### config.mk
export PLATFORM = sky130hd
export DESIGN_NAME = shift_window_gen
export DESIGN_NICKNAME = d
export VERILOG_FILES = /design/src/rtl/shift_win_pkg.sv /design/src/rtl/win_down_counter.sv /design/src/rtl/shift_window_gen.sv
export SDC_FILE = /design/constraint.sdc
export NUM_CORES = 1
export LEC_CHECK = 0
export CORE_MARGIN = 2
export CORE_UTILIZATION = 25
export CTS_BUF_LIST = sky130_fd_sc_hd__clkbuf_4
export CTS_CLUSTER_SIZE = 8
export DETAILED_ROUTE_END_ITERATION = 16
export HOLD_SLACK_MARGIN = 0.12
export SLEW_MARGIN = 0
export SYNTH_ARGS = -nofsm -noshare
export SYNTH_HDL_FRONTEND = slang
export SYNTH_SLANG_ARGS = --single-unit
### constraint.sdc
create_clock -name clk -period 2.5 [get_ports clk]
set_input_delay 0.5 -clock clk [delete_from_list [all_inputs] [get_ports clk]]
set_output_delay 0.5 -clock clk [all_outputs]
set_load 0.01 [all_outputs]
### src/rtl/shift_win_pkg.sv
// Shared types and elaboration helpers for the shift-window controller.
package shift_win_pkg;

    // Controller states: waiting, window open, post-window holdoff.
    typedef enum logic [1:0] {
        IDLE    = 2'd0,
        ACTIVE  = 2'd1,
        HOLDOFF = 2'd2
    } win_state_t;

    // Narrowest holdoff counter ever built; GAP=0 still gets one bit.
    localparam int HOLD_W_MIN = 1;

    // Holdoff counter width for a given gap: $clog2(GAP+1), at least HOLD_W_MIN.
    function automatic int hold_width(input int gap);
        int w;
        w = $clog2(gap + 1);
        return (w < HOLD_W_MIN) ? HOLD_W_MIN : w;
    endfunction

    // CNT_W must be usable as a shift width; DEF_LEN must be a legal window length.
    function automatic bit cnt_w_ok(input int cnt_w);
        return (cnt_w >= 1) && (cnt_w <= 30);
    endfunction

    function automatic bit def_len_ok(input int cnt_w, input int def_len);
        return cnt_w_ok(cnt_w) && (def_len >= 1) && (def_len <= ((1 << cnt_w) - 1));
    endfunction

endpackage

### src/rtl/win_down_counter.sv
// Saturating down counter with load, decrement and clear; used for both the
// window length and the holdoff gap.
module win_down_counter #(
    parameter int W = 8
) (
    input  logic         clk,
    input  logic         rst,
    input  logic         load,
    input  logic [W-1:0] load_val,
    input  logic         dec,
    input  logic         clr,
    output logic [W-1:0] count,
    output logic         zero
);

    // Clear wins over load, load over decrement; decrement stops at zero.
    always_ff @(posedge clk) begin
        if (rst || clr) begin
            count <= '0;
        end else if (load) begin
            count <= load_val;
        end else if (dec && (count != '0)) begin
            count <= count - W'(1);
        end
    end

    assign zero = (count == '0);

endmodule

### src/rtl/shift_window_gen.sv
// Start-triggered shift_en window generator with programmable length,
// optional retrigger, abort, post-window holdoff, done and dropped-start pulses.
module shift_window_gen
    import shift_win_pkg::*;
#(
    parameter int CNT_W   = 8,
    parameter int DEF_LEN = 16,
    parameter int GAP     = 0,
    parameter int RETRIG  = 0
) (
    input  logic             clk,
    input  logic             rst,
    input  logic             start,
    input  logic [CNT_W-1:0] len,
    input  logic             abort,
    output logic             shift_en,
    output logic             busy,
    output logic             done,
    output logic             start_drop,
    output logic [CNT_W-1:0] remaining
);

    localparam int                HOLD_W    = hold_width(GAP);
    localparam logic [CNT_W-1:0]  DEF_LEN_C = CNT_W'(DEF_LEN);
    localparam logic [HOLD_W-1:0] HOLD_LOAD = (GAP > 0) ? HOLD_W'(GAP - 1) : '0;
    localparam bit                HAS_GAP   = (GAP > 0);
    localparam bit                CAN_RETRIG = (RETRIG != 0);

    if (!cnt_w_ok(CNT_W)) begin : g_bad_cnt_w
        $error("shift_window_gen: CNT_W must be in 1..30");
    end
    if (!def_len_ok(CNT_W, DEF_LEN)) begin : g_bad_def_len
        $error("shift_window_gen: DEF_LEN must be in 1..2^CNT_W-1");
    end

    // Counter preload for a new window: length minus the cycle about to be spent.
    function automatic logic [CNT_W-1:0] load_value(input logic [CNT_W-1:0] l);
        logic [CNT_W-1:0] eff;
        eff = (l == '0) ? DEF_LEN_C : l;
        return eff - CNT_W'(1);
    endfunction

    win_state_t        state;
    win_state_t        state_nxt;
    logic              win_load;
    logic              win_dec;
    logic              win_clr;
    logic              win_zero;
    logic              hold_load;
    logic              hold_dec;
    logic              hold_clr;
    logic              hold_zero;
    logic [HOLD_W-1:0] hold_count;
    logic              done_nxt;
    logic              drop_nxt;

    win_down_counter #(.W(CNT_W)) u_win_cnt (
        .clk      (clk),
        .rst      (rst),
        .load     (win_load),
        .load_val (load_value(len)),
        .dec      (win_dec),
        .clr      (win_clr),
        .count    (remaining),
        .zero     (win_zero)
    );

    win_down_counter #(.W(HOLD_W)) u_hold_cnt (
        .clk      (clk),
        .rst      (rst),
        .load     (hold_load),
        .load_val (HOLD_LOAD),
        .dec      (hold_dec),
        .clr      (hold_clr),
        .count    (hold_count),
        .zero     (hold_zero)
    );

    // State register.
    always_ff @(posedge clk) begin
        if (rst) begin
            state <= IDLE;
        end else begin
            state <= state_nxt;
        end
    end

    // Next state, counter controls and pulse decisions; abort beats start.
    always_comb begin
        state_nxt = state;
        win_load  = 1'b0;
        win_dec   = 1'b0;
        win_clr   = 1'b0;
        hold_load = 1'b0;
        hold_dec  = 1'b0;
        hold_clr  = 1'b0;
        done_nxt  = 1'b0;
        drop_nxt  = start;
        unique case (state)
            IDLE: begin
                if (start && !abort) begin
                    state_nxt = ACTIVE;
                    win_load  = 1'b1;
                    drop_nxt  = 1'b0;
                end
            end
            ACTIVE: begin
                if (abort) begin
                    win_clr   = 1'b1;
                    hold_load = HAS_GAP;
                    state_nxt = HAS_GAP ? HOLDOFF : IDLE;
                end else if (start && CAN_RETRIG) begin
                    win_load = 1'b1;
                    drop_nxt = 1'b0;
                end else if (win_zero) begin
                    done_nxt  = 1'b1;
                    hold_load = HAS_GAP;
                    state_nxt = HAS_GAP ? HOLDOFF : IDLE;
                end else begin
                    win_dec = 1'b1;
                end
            end
            HOLDOFF: begin
                if (abort) begin
                    hold_clr  = 1'b1;
                    state_nxt = IDLE;
                end else if (hold_zero) begin
                    state_nxt = IDLE;
                end else begin
                    hold_dec = 1'b1;
                end
            end
            default: begin
                state_nxt = IDLE;
            end
        endcase
    end

    // Registered outputs, all derived from the upcoming state so they align with it.
    always_ff @(posedge clk) begin
        if (rst) begin
            shift_en   <= 1'b0;
            busy       <= 1'b0;
            done       <= 1'b0;
            start_drop <= 1'b0;
        end else begin
            shift_en   <= (state_nxt == ACTIVE);
            busy       <= (state_nxt != IDLE);
            done       <= done_nxt;
            start_drop <= drop_nxt;
        end
    end

endmodule

==> run summary, run 1 <==
OUTCOME
--------------------------------------------------------------------------------------------------------
Result of the run                                                                              completed

YOSYS
--------------------------------------------------------------------------------------------------------
Number of instances in the synthesized netlist                                                       109
Dominant register cell in the synthesized netlist                                           sky130_fd_sc_hd__dfxtp_1
Yosys Warn Count                                                                                       0
Number of flip-flops and latches in the synthesized netlist                                           15
Proportion of netlist area held by the largest area contributor                                    32.2%
Library cell occupying the most area in the post-synthesis netlist                          sky130_fd_sc_hd__dfxtp_1
Top cells by instance count after synthesis                                                 sky130_fd_sc_hd__dfxtp_1, sky130_fd_sc_hd__nor3_1, sky130_fd_sc_hd__nor2_1
Most area-consuming cells after synthesis                                                   sky130_fd_sc_hd__dfxtp_1, sky130_fd_sc_hd__nor3_1, sky130_fd_sc_hd__a211oi_1
Netlist Area Pre-Place                                                                           932 µm²
Syn Area/Cell                                                                                   8.55 µm²
Dominant cell by count in the synthesized netlist                                           sky130_fd_sc_hd__dfxtp_1
Syn nets                                                                                             122
Number of synthesized flops with an enable pin                                                         0
Fraction of registers with async set/reset                                                            0%
Sequential-to-total area share from yosys stat                                                     32.2%
Library cells used by synthesis                                                                       41

STA
--------------------------------------------------------------------------------------------------------
Final setup TNS                                                                                     0 ns
Worst max-slew margin expressed relative to the limit                                              72.8%
Slew @ Worst Pin                                                                                0.404 ns
Number of pins exceeding their max-slew limit in the final report                                      0
Fin worst setup slack                                                                           0.132 ns
Final critical delay including setup and external delays                                         2.37 ns
Setup skew after layout                                                                       0.00159 ns
Min Hold Slack                                                                                  0.581 ns
Timing-limited maximum frequency                                                                 422 MHz
Final Setup Violations                                                                                 0
Final hold violation count                                                                             0
Final critical-path share of the clock period                                                      94.7%

SETUP PATH
--------------------------------------------------------------------------------------------------------
Buffers and inverters on the worst path                                                                2
Category of cells accounting for the largest share of critical-path delay                   buffers and inverters
Kind of critical path                                                                       input pin to flop
Critical path data arrival time                                                                  2.53 ns
Kind of end point of the critical path                                                              flop
Setup slack, reg-to-reg                                                                          0.35 ns
Worst Setup Start Kind                                                                         input pin
Launching instance or port of the critical path                                                    abort
Crit Reg-Reg Startpoint                                                                         state[1]
Critical path cell sequence                                                                 clkdlybuf4s50_1 > or4b_4 > a21oi_2 > ha_2 > buf_4 > nand2b_1 > o311ai_0 > a31oi_1
Critical path's slowest cell                                                                sky130_fd_sc_hd__or4b_4
Biggest fanout along the worst timing path                                                             4
Data required time at the worst endpoint                                                         2.66 ns
Longest individual stage delay on the worst path                                                 0.52 ns

PWR
--------------------------------------------------------------------------------------------------------
Leakage power of the design                                                                     0.459 nW
Worst vdd rail ir drop                                                                          0.118 mV
Total power density per cell area                                                             487 mW/mm²

CLOCKING
--------------------------------------------------------------------------------------------------------
Source-to-sink clock delay at the later pin of the worst-skew pair                               0.28 ns
Largest buffer count on any clock path                                                                 2
CTS buffer count                                                                                       3
Post-CTS clock slew at the launch and capture registers of the worst setup and hold paths        0.09 ns
TritonCTS clock tree                                                                                done
Clock sink total                                                                                      15
Setup Fix Bufs, Post-CTS                                                                               0
Maximum level of the CTS H-tree                                                                        1
Clk root buf                                                                                sky130_fd_sc_hd__clkbuf_4

FLOORPLAN
--------------------------------------------------------------------------------------------------------
Num rows                                                                                              22
Initial Utilization                                                                                25.7%
Core region area                                                                             0.00363 mm²
Number of top-level pins                                                                              24
Horiz. Die Dim                                                                                   65.1 µm
Die Y-Extent                                                                                     65.1 µm
Die footprint                                                                                0.00423 mm²

DRT
--------------------------------------------------------------------------------------------------------
Detailed Route WL                                                                                2490 µm
DRC errors left                                                                                        0
Pre-antenna DRT Iters                                                                                  4
Starting DRT DRC Count                                                                                62
Number of nets with antenna violations after detailed routing                                          0
Detailed-route wire length per cell                                                              13.2 µm
Vias                                                                                                 957
Vias/cell                                                                                           5.06

FINAL LAYOUT
--------------------------------------------------------------------------------------------------------
Area growth, synth to finish                                                                       42.8%
Layout fillers                                                                                       394
Ratio of cells with drive above 1 in the final layout                                              17.7%
Layout Nets                                                                                          155
Area of all placed cells without fillers                                                     0.00133 mm²
Antenna cell count                                                                                     0

GRT
--------------------------------------------------------------------------------------------------------
Overall Global Routing Usage                                                                       12.2%
Initial antenna violation count                                                                        0
Global-route wire length before repair                                                           4050 µm
Largest net degree at the start of global routing                                                     17
Vias in the first global route                                                                       865
GR Overflow Total                                                                                      0

PLACE
--------------------------------------------------------------------------------------------------------
GP Congestion                                                                                      0.755
Pre-CTS WS                                                                                     -0.322 ns
Count of input and output buffers                                                                     23
Cell area after placement                                                                    0.00127 mm²
Post-detail-place hpwl                                                                           1880 µm

WORST HOLD PATH
--------------------------------------------------------------------------------------------------------
Path type of the worst min-delay path                                                       flop to flop
Min-Delay Startpoint                                                                        u_hold_cnt.count

JOB
--------------------------------------------------------------------------------------------------------
Count of max-cap constraint violations                                                                 0

-- through the flow --
step | util, % | cells | power (mW)
global route | 36.6 | 189 | 0.689
detailed placement | 35.0 | 185 | 0.494
CTS | 36.0 | 189 | 0.649
finish | 36.6 | 189 | 0.649
global placement | 35.0 | 185 | 0.493
floorplan | - | 109 | 0.403
-- repair_timing --
| item | in CTS | in global routing |
|---|---|---|
| hold buffers | 0 | 0 |
| gates resized for setup | 1 | 4 |
| setup endpoints to repair | 2 | 2 |
| pin swaps | 0 | 0 |
-- layout make-up --
class	instances	area (µm²)	share of cell area, %
multi-input combinational	85	617	46.3
inverter	3	11.3	0.846
sequential	15	300	22.6
clock buffer	4	30.0	2.26
tap	48	60.1	4.51
timing repair buffer	34	313	23.5
-- metal layers --
metal	GRT usage [%]	vias to the layer above	share of wire (%)
met5	0	-	0
met4	4.69	0	0
met3	2.78	0	5.7
met2	20.1	28	50
met1	15.5	447	45
li1	-	482	-
-- tightest hold or removal path, delay by kind of cell (launching register included) --
| kind | cells | cell delay, ns |
|---|---|---|
| flops | 1 | 0.31 |
| simple gates | 3 | 0.24 |
-- cell usage in the layout, fill, tap and decap left out, drive strengths merged, types with 2 or more instances in the layout --
| master | netlist | final |
|---|---|---|
| clkdlybuf4s50 | 0 | 23 |
| xnor2 | 4 | 4 |
| nor2 | 7 | 7 |
| xor2 | 2 | 2 |
| buf | 4 | 11 |
| or3 | 6 | 6 |
| nand2 | 5 | 5 |
| inv | 3 | 3 |
| nand2b | 2 | 2 |
| o21ai | 2 | 2 |
| o311ai | 3 | 3 |
| nor4b | 2 | 2 |
| nor3 | 12 | 12 |
| a31oi | 5 | 5 |
| nor3b | 2 | 2 |
| a211oi | 6 | 6 |
| dfxtp | 15 | 15 |
| clkbuf | 2 | 4 |
| a21oi | 5 | 5 |
| or2 | 2 | 2 |
-- power by group --
part / total, mW / leakage (nW) / switching [mW] / internal (mW)
clock: 0.152 / 0.0184 / 0.0790 / 0.0728
sequential: 0.279 / 0.123 / 0.0233 / 0.256
combinational: 0.218 / 0.318 / 0.106 / 0.112
total: 0.649 / 0.459 / 0.208 / 0.441
-- kinds of logic (layout without fill, tap and decap cells) --
family / count (synthesis) / after routing / synth area share (%)
and+or+nand+nor: 45 / 45 / 27.1
AOI/OAI and AO/OA: 32 / 32 / 27.1
DFF: 15 / 15 / 32.2
buffers and inverters: 9 / 41 / 5.50
xor gates and xnor gates: 6 / 6 / 5.64
adders and majority gates: 1 / 1 / 1.34
muxes: 1 / 1 / 1.07
-- worst paths after layout --
path	end	cells past startpoint
worst min register to register	state[1]	3
worst max register to register	u_win_cnt.count[4]	7
worst max-delay path	u_win_cnt.count[4]	8
worst min-delay path	state[1]	3
-- registers in the layout (all words and copies together), names as in the netlist --
signal and count:
shift_en 1, done 1, start_drop 1, state 2, u_hold_cnt.count 1, busy 1
u_win_cnt.count 8
No activity file was read; power rests on OpenSTA's default activity.
==> run 2: changes to the inputs <==
--- a/config.mk
+++ b/config.mk
@@ -9,5 +9,5 @@
 export CORE_UTILIZATION = 25
 export CTS_BUF_LIST = sky130_fd_sc_hd__clkbuf_4
-export CTS_CLUSTER_SIZE = 8
+export CTS_CLUSTER_SIZE = 12
 export DETAILED_ROUTE_END_ITERATION = 16
 export HOLD_SLACK_MARGIN = 0.12
==> constraint.sdc (replaced) <==
create_clock -name clk -period 2.9 [get_ports clk]
set_input_delay 0.435 -clock clk [delete_from_list [all_inputs] [get_ports clk]]
set_output_delay 0.435 -clock clk [all_outputs]
set_load 0.01 [all_outputs]
==> run summary, run 2 (synthesis gave the netlist of run 1 again) <==
SETUP PATH
--------------------------------------------------------------------------------------------------------
Kind of end point of the critical path                                                              flop
Biggest fanout along the worst timing path                                                            11   +7
Data required time at the worst endpoint                                                         3.15 ns   +0.49 ns
Kind of critical path                                                                       input pin to flop
Worst Setup Start Kind                                                                         input pin
Critical path data arrival time                                                                  2.92 ns   +0.39 ns

OUTCOME
--------------------------------------------------------------------------------------------------------
Result of the run                                                                              completed

CLOCKING
--------------------------------------------------------------------------------------------------------
CTS buffer count                                                                                       3   unchanged
Clock sink total                                                                                      15   unchanged
Largest buffer count on any clock path                                                                 2   unchanged
Post-CTS clock slew at the launch and capture registers of the worst setup and hold paths        0.11 ns   +0.02 ns
Clk root buf                                                                                sky130_fd_sc_hd__clkbuf_4
TritonCTS clock tree                                                                                done
Resized Gates After CTS                                                                                0   -1
Setup Fix Bufs, Post-CTS                                                                               0   unchanged
Source-to-sink clock delay at the later pin of the worst-skew pair                               0.31 ns   +0.03 ns
Maximum level of the CTS H-tree                                                                        1   unchanged
CTS Hold Buffers Added                                                                                 0   unchanged

GRT
--------------------------------------------------------------------------------------------------------
GR Overflow Total                                                                                      0   unchanged
Initial antenna violation count                                                                        0   unchanged
Largest net degree at the start of global routing                                                     17   unchanged
Global-route wire length before repair                                                           4570 µm   +13%
Overall Global Routing Usage                                                                       13.6%   +1.4 points
Vias in the first global route                                                                       999   +15%

FLOORPLAN
--------------------------------------------------------------------------------------------------------
Horiz. Die Dim                                                                                   65.1 µm   unchanged
Die Y-Extent                                                                                     65.1 µm   unchanged
Die footprint                                                                                0.00423 mm²   unchanged
Num rows                                                                                              22   unchanged
Number of top-level pins                                                                              24   unchanged
Initial Utilization                                                                                25.7%   unchanged
Core region area                                                                             0.00363 mm²   unchanged

FINAL LAYOUT
--------------------------------------------------------------------------------------------------------
Antenna cell count                                                                                     0   unchanged
Registers with the most flip-flops                                                          u_win_cnt.count: 8 flops, state: 2 flops
Core occupancy in the finished layout                                                              34.1%   -2.5 points
Max reg flops                                                                                          8   unchanged
Commonest non-fill, non-tap cell in the layout                                              sky130_fd_sc_hd__clkdlybuf4s50_1
Area growth, synth to finish                                                                       33.0%
Ratio of cells with drive above 1 in the final layout                                              10.4%   -7.3 points
Layout fillers                                                                                       393   -0.25%
Layout Nets                                                                                          148   -4.5%
Largest reg by FF count                                                                     u_win_cnt.count
Leading cell types in the layout, fill and taps excluded                                    sky130_fd_sc_hd__clkdlybuf4s50_1, sky130_fd_sc_hd__dfxtp_1, sky130_fd_sc_hd__nor3_1

DRT
--------------------------------------------------------------------------------------------------------
Vias/cell                                                                                           5.36   +5.9%
Detailed-route wire length per cell                                                              14.5 µm   +10%
Vias                                                                                                 976   +2.0%
Detailed Route WL                                                                                2640 µm   +5.9%
Pre-antenna DRT Iters                                                                                  4   unchanged
Number of nets with antenna violations after detailed routing                                          0   unchanged
DRC errors left                                                                                        0   unchanged
Starting DRT DRC Count                                                                                44   -29%

WORST HOLD PATH
--------------------------------------------------------------------------------------------------------
Path type of the worst min-delay path                                                       flop to flop

STA
--------------------------------------------------------------------------------------------------------
Number of pins exceeding their max-slew limit in the final report                                      0   unchanged
Setup skew after layout                                                                        0.0183 ns   +0.0167 ns
Final Setup Violations                                                                                 0   unchanged
Setup repair after global routing missed its margin                                                false
Worst max-slew margin expressed relative to the limit                                              56.4%   -16 points
Final setup TNS                                                                                     0 ns   unchanged
Fin worst setup slack                                                                           0.230 ns   +0.0976 ns
Final hold violation count                                                                             0   unchanged
Final critical-path share of the clock period                                                      92.1%
Timing-limited maximum frequency                                                                 375 MHz
Slew @ Worst Pin                                                                                0.645 ns   +0.241 ns
Final critical delay including setup and external delays                                         2.67 ns

PLACE
--------------------------------------------------------------------------------------------------------
Post-detail-place hpwl                                                                           1980 µm   +4.9%
Pre-CTS WS                                                                                   -0.00506 ns   +0.317 ns
GP Congestion                                                                                      0.780   +3.3%
Count of input and output buffers                                                                     23   unchanged

PWR
--------------------------------------------------------------------------------------------------------
Leakage power of the design                                                                     0.409 nW   -11%
Total power density per cell area                                                             444 mW/mm²   -8.8%
Worst vdd rail ir drop                                                                          0.111 mV   -6.3%

JOB
--------------------------------------------------------------------------------------------------------
Count of max-cap constraint violations                                                                 0   unchanged

run 2: worst max-delay path: stages:
cell and delay, ns:
sky130_fd_sc_hd__clkdlybuf4s50_1 0.50, sky130_fd_sc_hd__nor4b_1 0.24, sky130_fd_sc_hd__buf_4 0.24, sky130_fd_sc_hd__mux2i_1 0.21, sky130_fd_sc_hd__ha_1 0.18, sky130_fd_sc_hd__nor4b_1 0.54, sky130_fd_sc_hd__o2111a_1 0.30, sky130_fd_sc_hd__o22ai_1 0.10
sky130_fd_sc_hd__a31oi_1 0.17
run 2: final cells by class:
class | count | area [µm²] | area share, %
inverter | 3 | 11.3 | 0.908
tap | 48 | 60.1 | 4.84
timing repair buffer | 27 | 260 | 21.0
sequential | 15 | 300 | 24.2
clock inverter | 1 | 5.00 | 0.404
clock buffer | 3 | 22.5 | 1.82
multi-input combinational | 85 | 581 | 46.8
run 2: final timing paths:
check                                     endpoint     start  slack, ns  cells after the start
worst max-delay path            u_win_cnt.count[6]     start       0.23                      9
worst min-delay path                      state[1]  state[1]       0.58                      2
worst max register to register  u_win_cnt.count[6]  state[1]       0.38                      8
worst min register to register            state[1]  state[1]       0.58                      2
run 2: where the power goes:
part           internal, mW  leakage (nW)  switching (mW)
combinational        0.0872         0.269          0.0894
sequential            0.220         0.123          0.0193
clock                0.0516        0.0177          0.0830
total                 0.359         0.409           0.192
run 2: metal layers:
metal	wire, µm	global-route usage, %
met1	1180	16.5
met2	1270	23.1
met3	134	2.78
met4	61	6.25
met5	0	0
run 2: per-stage QoR:
stage	cell area (µm²)	hold slack [ns]	total power [mW]	cells
detailed placement	1210	0.558	0.419	178
global route	1240	0.605	0.578	182
finish	1240	0.575	0.551	182
global placement	1210	0.557	0.418	178
CTS	1240	0.580	0.551	182
floorplan	932	0.511	0.347	109
